[src/rtl/uart_rx_fsm_if.sv]
// Control/status bundle between the UART RX sequencer and its neighbouring
// sampler, deserializer and checker stages.
interface uart_rx_fsm_if #(
  parameter int PRESCALE_WIDTH = 6,
  parameter int BIT_CNT_WIDTH  = 4
);
  logic                      RX_IN;
  logic                      PAR_EN;
  logic [PRESCALE_WIDTH-1:0] Prescale;
  logic                      strt_glitch;
  logic                      par_err;
  logic                      stp_err;
  logic [PRESCALE_WIDTH-1:0] edge_cnt;
  logic [BIT_CNT_WIDTH-1:0]  bit_cnt;
  logic                      dat_samp_en;
  logic                      strt_chk_en;
  logic                      deser_en;
  logic                      par_chk_en;
  logic                      stp_chk_en;
  logic                      data_valid;
  logic                      frame_err;
  logic                      parity_err;

  modport master (
    input  RX_IN, PAR_EN, Prescale, strt_glitch, par_err, stp_err,
    output edge_cnt, bit_cnt, dat_samp_en, strt_chk_en, deser_en,
           par_chk_en, stp_chk_en, data_valid, frame_err, parity_err
  );

  modport slave (
    output RX_IN, PAR_EN, Prescale, strt_glitch, par_err, stp_err,
    input  edge_cnt, bit_cnt, dat_samp_en, strt_chk_en, deser_en,
           par_chk_en, stp_chk_en, data_valid, frame_err, parity_err
  );
endinterface

[src/rtl/uart_rx_fsm.sv]
// UART receiver control stage: start detection, edge/bit counting, one-cycle
// enables for the RX datapath stages and per-frame result pulses.
module uart_rx_fsm #(
  parameter int BUS_WIDTH      = 8,
  parameter int PRESCALE_WIDTH = 6,
  parameter int BIT_CNT_WIDTH  = 4
) (
  input logic          CLK,
  input logic          RST,
  uart_rx_fsm_if.master bus
);

  typedef enum logic [2:0] {IDLE, START, DATA, PARITY, STOP} state_e;

  state_e                    state_q, state_d;
  logic [PRESCALE_WIDTH-1:0] edge_q, edge_d;
  logic [BIT_CNT_WIDTH-1:0]  bit_q, bit_d;
  logic [PRESCALE_WIDTH-1:0] pre_q, pre_d;
  logic                      pen_q, pen_d;
  logic                      sticky_q, sticky_d;
  logic                      dv_q, dv_d;
  logic                      fe_q, fe_d;
  logic                      pe_q, pe_d;

  logic [PRESCALE_WIDTH-1:0] chk;
  logic                      at_chk, at_cap, last_edge;

  always_comb begin
    chk       = (pre_q >> 1) + PRESCALE_WIDTH'(2);
    at_chk    = (edge_q == chk);
    at_cap    = (edge_q == chk + PRESCALE_WIDTH'(1));
    last_edge = (edge_q == pre_q - PRESCALE_WIDTH'(1));
  end

  always_comb begin
    state_d  = state_q;
    edge_d   = edge_q;
    bit_d    = bit_q;
    pre_d    = pre_q;
    pen_d    = pen_q;
    sticky_d = sticky_q;
    dv_d     = 1'b0;
    fe_d     = 1'b0;
    pe_d     = 1'b0;

    if (state_q != IDLE) begin
      if (last_edge) begin
        edge_d = '0;
        bit_d  = bit_q + BIT_CNT_WIDTH'(1);
      end else begin
        edge_d = edge_q + PRESCALE_WIDTH'(1);
      end
    end

    unique case (state_q)
      IDLE: begin
        edge_d = '0;
        bit_d  = '0;
        // The detection cycle itself is edge 0 of the start bit.
        if (!bus.RX_IN) begin
          pen_d    = bus.PAR_EN;
          pre_d    = bus.Prescale;
          sticky_d = 1'b0;
          edge_d   = PRESCALE_WIDTH'(1);
          state_d  = START;
        end
      end
      START: begin
        if (at_cap && bus.strt_glitch) begin
          state_d = IDLE;
          edge_d  = '0;
          bit_d   = '0;
        end else if (last_edge) begin
          state_d = DATA;
        end
      end
      DATA: begin
        if (last_edge && bit_q == BIT_CNT_WIDTH'(BUS_WIDTH)) begin
          state_d = pen_q ? PARITY : STOP;
        end
      end
      PARITY: begin
        if (at_cap) sticky_d = bus.par_err;
        if (last_edge) state_d = STOP;
      end
      STOP: begin
        // Verdict is taken at CAP; the tail of the stop bit is spent in IDLE.
        if (at_cap) begin
          state_d = IDLE;
          edge_d  = '0;
          bit_d   = '0;
          dv_d    = !bus.stp_err && !sticky_q;
          fe_d    = bus.stp_err;
          pe_d    = sticky_q;
        end
      end
      default: state_d = IDLE;
    endcase
  end

  always_ff @(posedge CLK or negedge RST) begin
    if (!RST) begin
      state_q  <= IDLE;
      edge_q   <= '0;
      bit_q    <= '0;
      pre_q    <= '0;
      pen_q    <= 1'b0;
      sticky_q <= 1'b0;
      dv_q     <= 1'b0;
      fe_q     <= 1'b0;
      pe_q     <= 1'b0;
    end else begin
      state_q  <= state_d;
      edge_q   <= edge_d;
      bit_q    <= bit_d;
      pre_q    <= pre_d;
      pen_q    <= pen_d;
      sticky_q <= sticky_d;
      dv_q     <= dv_d;
      fe_q     <= fe_d;
      pe_q     <= pe_d;
    end
  end

  assign bus.edge_cnt    = edge_q;
  assign bus.bit_cnt     = bit_q;
  assign bus.dat_samp_en = (state_q != IDLE);
  assign bus.strt_chk_en = (state_q == START)  && at_chk;
  assign bus.deser_en    = (state_q == DATA)   && at_chk;
  assign bus.par_chk_en  = (state_q == PARITY) && at_chk;
  assign bus.stp_chk_en  = (state_q == STOP)   && at_chk;
  assign bus.data_valid  = dv_q;
  assign bus.frame_err   = fe_q;
  assign bus.parity_err  = pe_q;

endmodule
[src/flat_wrapper.sv]
// flat-port wrapper written by rule: the top's interface ports become plain ports
module uart_rx_fsm_flat 
#(
  parameter int BUS_WIDTH      = 8,
  parameter int PRESCALE_WIDTH = 6,
  parameter int BIT_CNT_WIDTH  = 4
)
  (CLK, RST, bus_RX_IN, bus_PAR_EN, bus_Prescale, bus_strt_glitch, bus_par_err, bus_stp_err, bus_edge_cnt, bus_bit_cnt, bus_dat_samp_en, bus_strt_chk_en, bus_deser_en, bus_par_chk_en, bus_stp_chk_en, bus_data_valid, bus_frame_err, bus_parity_err);
  uart_rx_fsm_if #(.PRESCALE_WIDTH(PRESCALE_WIDTH), .BIT_CNT_WIDTH(BIT_CNT_WIDTH)) bus_i ();
  input logic CLK;
  input logic RST;
  input wire logic [$bits(bus_i.RX_IN)-1:0] bus_RX_IN;
  input wire logic [$bits(bus_i.PAR_EN)-1:0] bus_PAR_EN;
  input wire logic [$bits(bus_i.Prescale)-1:0] bus_Prescale;
  input wire logic [$bits(bus_i.strt_glitch)-1:0] bus_strt_glitch;
  input wire logic [$bits(bus_i.par_err)-1:0] bus_par_err;
  input wire logic [$bits(bus_i.stp_err)-1:0] bus_stp_err;
  output wire logic [$bits(bus_i.edge_cnt)-1:0] bus_edge_cnt;
  output wire logic [$bits(bus_i.bit_cnt)-1:0] bus_bit_cnt;
  output wire logic [$bits(bus_i.dat_samp_en)-1:0] bus_dat_samp_en;
  output wire logic [$bits(bus_i.strt_chk_en)-1:0] bus_strt_chk_en;
  output wire logic [$bits(bus_i.deser_en)-1:0] bus_deser_en;
  output wire logic [$bits(bus_i.par_chk_en)-1:0] bus_par_chk_en;
  output wire logic [$bits(bus_i.stp_chk_en)-1:0] bus_stp_chk_en;
  output wire logic [$bits(bus_i.data_valid)-1:0] bus_data_valid;
  output wire logic [$bits(bus_i.frame_err)-1:0] bus_frame_err;
  output wire logic [$bits(bus_i.parity_err)-1:0] bus_parity_err;
  assign bus_i.RX_IN = bus_RX_IN;
  assign bus_i.PAR_EN = bus_PAR_EN;
  assign bus_i.Prescale = bus_Prescale;
  assign bus_i.strt_glitch = bus_strt_glitch;
  assign bus_i.par_err = bus_par_err;
  assign bus_i.stp_err = bus_stp_err;
  assign bus_edge_cnt = bus_i.edge_cnt;
  assign bus_bit_cnt = bus_i.bit_cnt;
  assign bus_dat_samp_en = bus_i.dat_samp_en;
  assign bus_strt_chk_en = bus_i.strt_chk_en;
  assign bus_deser_en = bus_i.deser_en;
  assign bus_par_chk_en = bus_i.par_chk_en;
  assign bus_stp_chk_en = bus_i.stp_chk_en;
  assign bus_data_valid = bus_i.data_valid;
  assign bus_frame_err = bus_i.frame_err;
  assign bus_parity_err = bus_i.parity_err;
  uart_rx_fsm #(.BUS_WIDTH(BUS_WIDTH), .PRESCALE_WIDTH(PRESCALE_WIDTH), .BIT_CNT_WIDTH(BIT_CNT_WIDTH)) u_core (.CLK(CLK), .RST(RST), .bus(bus_i));
endmodule
[config.mk]
export PLATFORM = sky130hd
export DESIGN_NAME = uart_rx_fsm_flat
export DESIGN_NICKNAME = d
export VERILOG_FILES = /design/src/rtl/uart_rx_fsm_if.sv /design/src/rtl/uart_rx_fsm.sv /design/src/flat_wrapper.sv
export SDC_FILE = /design/constraint.sdc
export NUM_CORES = 1
export LEC_CHECK = 0
export ABC_AREA = 1
export CAP_MARGIN = 30
export CORE_MARGIN = 8
export CORE_UTILIZATION = 47
export DETAILED_ROUTE_END_ITERATION = 8
export GPL_ROUTABILITY_DRIVEN = 0
export PLACE_DENSITY_LB_ADDON = 0.08
export SLEW_MARGIN = 20
export SYNTH_ARGS = -nofsm -noshare
export SYNTH_HDL_FRONTEND = slang
export SYNTH_SLANG_ARGS = --single-unit
export TNS_END_PERCENT = 30
[constraint.sdc]
create_clock -name CLK -period 2.2 [get_ports CLK]
set_clock_uncertainty 0.05 [all_clocks]
set_input_delay 0.44 -clock CLK [delete_from_list [all_inputs] [get_ports CLK]]
set_output_delay 0.44 -clock CLK [all_outputs]
set_load 0.005 [all_outputs]
* After elaboration in Yosys (flattened, before gate mapping) *
Index checks and enable logic that the tools add are counted.

word-level totals
  bits in registers = 24
  input bits = 13
  output and inout bits = 18
  logic and storage cells = 72

cells by class
  $add $sub $neg = 5
  equal/unequal tests = 14
  mux-type cells = 28
  bitwise gates (word level) = 1
  reductions and logical operators = 15

operators by type and width
  kind                   count
  $mux W6                4
  $mux W3                7
  $eq A6 B6 Y1           3
  $pmux W6 S3            1
  $mux W4                4
  $pmux W3 S5            1
  $add A6 B1 Y6 const B  2
  $pmux W4 S3            1
  $mux W1                9
  $ne A2 B1 Y1 const B   4
  $logic_and A1 B1 Y1    7
  $add A5 B2 Y6 const B  1
  $eq A3 B2 Y1 const B   2
  $sub A6 B1 Y6 const B  1
  $reduce_and A5 Y1      1
  $add A4 B1 Y4 const B  1
  $eq A4 B4 Y1 const B   1
  $eq A3 B1 Y1 const B   1
  $eq A3 B3 Y1 const B   1
  $logic_not A3 Y1       1
  $ne A3 B1 Y1 const B   1
  $reduce_and A3 Y1      1
  $reduce_bool A3 Y1     1
  $logic_not A1 Y1       2
  5 further kinds        5

* Depth between registers and ports, before layout *
  word-level depth = 6
  gate-level depth with buffers = 15
  gate-level depth less buffers = 15

* Worst setup path after synthesis *
Ideal clock, no wire load.

  path type = register to output
  start point = register u_core.pre_q[2]
  end point = output bus_deser_en
  data arrival time = 1.603 ns
  data required time = 1.710 ns
  setup slack = 0.107 ns
  stages on the path, launching flop included = 9
  path buffers = 0
  cell sequence = dfrtp_1 inv_1 ha_1 or2_1 nand2_1 nand2_1 nor3_1 nand4_1 nor2_1

between the ends
  longest elaborated chain between the ends = 3

ends and longest elaborated chain
  element                 line                text
  from (decl)             uart_rx_fsm.sv:18   logic [PRESCALE_WIDTH-1:0] pre_q, pre_d;
  from (signal assigned)  uart_rx_fsm.sv:116  pre_q <= pre_d;
  $add A5 B2 Y6           uart_rx_fsm.sv:29   chk = (pre_q >> 1) + PRESCALE_WIDTH'(2);
  $eq A6 B6 Y1            uart_rx_fsm.sv:30   at_chk = (edge_q == chk);
  $logic_and A1 B1 Y1     uart_rx_fsm.sv:129  assign bus.deser_en = (state_q == DATA) && at_chk;
  to (decl)               flat_wrapper.sv:22  output wire logic [$bits(bus_i.deser_en)-1:0] bus_deser_en;

Every way passes these cells.

* Worst setup path after layout *
  start point = register u_core.pre_q[2]
  end point = output bus_par_chk_en

between the ends
  longest elaborated chain between the ends = 3

ends and longest elaborated chain
  element              line                text
  $add A5 B2 Y6        uart_rx_fsm.sv:29
  $eq A6 B6 Y1         uart_rx_fsm.sv:30
  $logic_and A1 B1 Y1  uart_rx_fsm.sv:130  assign bus.par_chk_en = (state_q == PARITY) && at_chk;
  to (decl)            flat_wrapper.sv:23  output wire logic [$bits(bus_i.par_chk_en)-1:0] bus_par_chk_en;

Every way passes these cells.

==> impl_metrics.csv <==
group,metric,value,unit
die,core.rowCount,22,
yosys,synth_nets,256,
clocking,cts_tree,"built",
yosys,share_of_the_synthesized_area_in_the_top_cell_type,0.347,
global_route,global_route_wire_length_before_repair,7410,um
yosys,leading_post_synthesis_cells_by_instance_count,"nand2_1 (46), nor2_1 (34), inv_1 (26)",
clocking,numClockSinks,24,
yosys,synth_seq_area_share,0.347,
place,placement_cell_area,0.00228,mm^2
routing,via_count,1663,
routing,detail_route.vias_per_cell,4.81,
sta,fin_crit,2480,ps
clocking,cts.clk_slew.worst_paths,90,ps
sta,max_slew.worst_pin.slew,443,ps
sta,rsz0062_at_grt,"true",
sta,timing.final.hold_violations,0,
global_route,global_route.usage.total,0.151,
worst_setup_path,timing.setup.critical_path_class,"reg -> out",
die,dieArea,0.00588,mm^2
clocking,clk_path_buf_depth,2,
sta,drv_slew,0,
die,num_io_pins,31,
routing,wl,4390,um
worst_hold_path,whs_path_depth,1,
power_and_ir_drop,power.density_cell_area,1350,mW/mm^2
yosys,yosysUniqueCellTypes,30,
die,fp.dieH,76.7,um
worst_setup_path,cpMaxStageDelayCell,"dfrtp_1",
sta,post-route-period-util,1.13,
power_and_ir_drop,power.ir.vdd_worst,718,uV
worst_setup_path,path_max_fanout,2,
place,numPortBuffers,30,
worst_setup_path,worstSetupStartpointType,"register",
routing,detail-route-antenna-nets,0,
clocking,number_of_cts_inserted_buffers,3,
die,core_region_area,0.00361,mm^2
worst_setup_path,required_arrival_time_at_the_worst_endpoint,1710,ps
yosys,yosys_register_bits,24,
outcome,run_status,"finished with violations",
yosys,syn-cell-area,0.00173,mm^2
yosys,synth_largest_area_cell,"dfrtp_1",
cells_and_area,share_of_final_layout_standard_cells_stronger_than_drive_strength_1,0.258,
worst_setup_path,crit_path_cell_trace,"inv_2, ha_4, or2_1, nand2_1, nand2_1, nor3_2, nand4_1, buf_4, buf_6, nor2_4, buf_2",
cells_and_area,fill_cells,300,
yosys,async_flop_share,1.00,
cells_and_area,area_growth_syn_to_layout,42.9,%
cells_and_area,n_antenna_cell,0,
worst_setup_path,crit_path_frequent_cell,"nand2_1",
run,drv_cap,0,
yosys,yosys_warnings,0,
sta,setup_viol_count_final,10,
yosys,synth.most_common_cell,"nand2_1",
outcome,failed_checks,"setup timing",
global_route,grt_pass1_vias,1614,
worst_setup_path,slowest_delay,400,ps
place,dp.final_hpwl,3300,um
worst_setup_path,cp_data_arrival_time,1990,ps
routing,avgRoutedWirePerCell,12.7,um
global_route,globalRouteOverflowTotal,0,
clocking,clock_insertion_delay_worst_skew,270,ps
routing,drt_drc_violations_left,0,
clocking,cts_root_buf,"clkbuf_8",
sta,timing.slew.headroom,0.703,
routing,drt-initial-drc-count,87,
worst_setup_path,reg2regPathDepth,13,
clocking,cts_hold_buffers,0,
power_and_ir_drop,total_leakage_power,0.00117,uW
sta,max_freq,0.403,GHz
worst_setup_path,endpoint_kind,"primary output",
yosys,yosys_most_used_dff,"dfrtp_1",
routing,firstDrtPassIters,4,
cells_and_area,fin_area,0.00247,mm^2
place,worst_slack_at_placement,-364,ps
die,die_w,76.7,um
global_route,grt_max_degree,25,
clocking,cts_htree_levels,1,
yosys,synth_top_cells_by_area,"dfrtp_1 (35%), nand2_1 (10%), nor2_1 (7.4%)",
worst_hold_path,hp-class,"reg -> reg",
sta,final.setup.tns,-1380,ps
cells_and_area,layout.core_utilization,0.686,
yosys,synth_edf_count,0,
sta,setup_ws,-282,ps
yosys,post_synth.cell_area_avg,7.43,um^2
power_and_ir_drop,report.power.total,3340,uW
die,initial_utilization,0.480,
global_route,grt_antenna_before_repair,0,
cells_and_area,nets,322,
yosys,netlist_instances,233,
state kept, by name, indices dropped and copies added (netlist names):
signal / cells
u_core.bus.parity_err: 1
u_core.bus.edge_cnt: 6
u_core.sticky_q: 1
u_core.bus.frame_err: 1
u_core.pen_q: 1
u_core.state_q: 3
u_core.bus.bit_cnt: 4
u_core.pre_q: 6
u_core.bus.data_valid: 1
routing by layer:
layer | global-route usage | wire length [um] | vias to the layer above | part of all wire
li1 | - | - | 870 | -
met1 | 0.205 | 2240 | 758 | 0.51
met2 | 0.233 | 1930 | 31 | 0.44
met3 | 0.0350 | 189 | 4 | 0.043
met4 | 0.0385 | 33 | 0 | 0.0075
met5 | 0 | 0 | - | 0
final cells by class:
type	count	area, um^2	area share
inverter	30	113	0.0455
timing repair buffer	65	551	0.223
multi-input combinational	175	1080	0.436
tap	48	60.1	0.0243
sequential	24	601	0.243
clock inverter	1	30.0	0.0121
clock buffer	3	41.3	0.0167
path summary, 6_finish.rpt:
path	slack, ps	to	startpoint
worst max register to register	-100	u_core.bus.edge_cnt[2]$_DFF_PN0_	u_core.pre_q[2]$_DFFE_PN0P_
worst min-delay path	410	u_core.bus.data_valid$_DFF_PN0_	u_core.sticky_q$_DFFE_PN0P_
min in group asynchronous	470	u_core.pre_q[0]$_DFFE_PN0P_	RST
worst max-delay path	-280	bus_par_chk_en	u_core.pre_q[2]$_DFFE_PN0P_
max in group asynchronous	1380	u_core.state_q[0]$_DFFE_PN0P_	RST
worst min register to register	410	u_core.bus.data_valid$_DFF_PN0_	u_core.sticky_q$_DFFE_PN0P_
critical path: cells and delay by family, from the launching register on:
family        cells  cell delay (ps)
fa+ha+maj         1              200
buf+inv           4              460
flops             1              400
simple gates      6              650
layout by cell type, fill, tap and decap left out, types with 6 or more instances in the layout:
cell | Yosys | layout
buf_4 | 0 | 33
ha_1 | 10 | 7
xnor2_1 | 7 | 7
nor2_1 | 34 | 30
a21oi_1 | 12 | 12
dfrtp_1 | 24 | 24
inv_1 | 26 | 24
nor2_4 | 2 | 6
nand2_2 | 8 | 10
nand2_1 | 46 | 43
xor2_1 | 9 | 9
clkdlybuf4s50_1 | 0 | 26
inv_2 | 4 | 6
nand4_1 | 8 | 8
nand3_1 | 16 | 16
timing repair:
| item | 4_1_cts | 5_1_grt |
|---|---|---|
| setup endpoints to repair | 16 | 18 |
| buffers inserted | 6 | 4 |
| gates resized for setup | 26 | 11 |
| pin swaps | 11 | 17 |
report_power, final:
part           total [uW]  internal, uW  switching (uW)
clock network         400           243             156
logic                2250          1010            1240
registers             692           570             122
total                3340          1830            1520
per-stage QoR:
step,instances,hold WS (ps)
final,346,412
after global routing,346,409
after CTS,344,403
after detailed placement,335,389
after global placement,335,391
after floorplan,233,94.4
cells by family (layout without fill, tap and decap cells):
family,Yosys count,after routing,synth area share
AOI/OAI and AO/OA,19,19,0.0644
xor gates and xnor gates,16,16,0.0810
adders and majority gates,10,10,0.0723
buffers and inverters,34,99,0.0795
DFF,24,24,0.347
muxes,1,1,0.00578
and+or+nand+nor,129,129,0.350
Power figures use the tool's default switching activity.
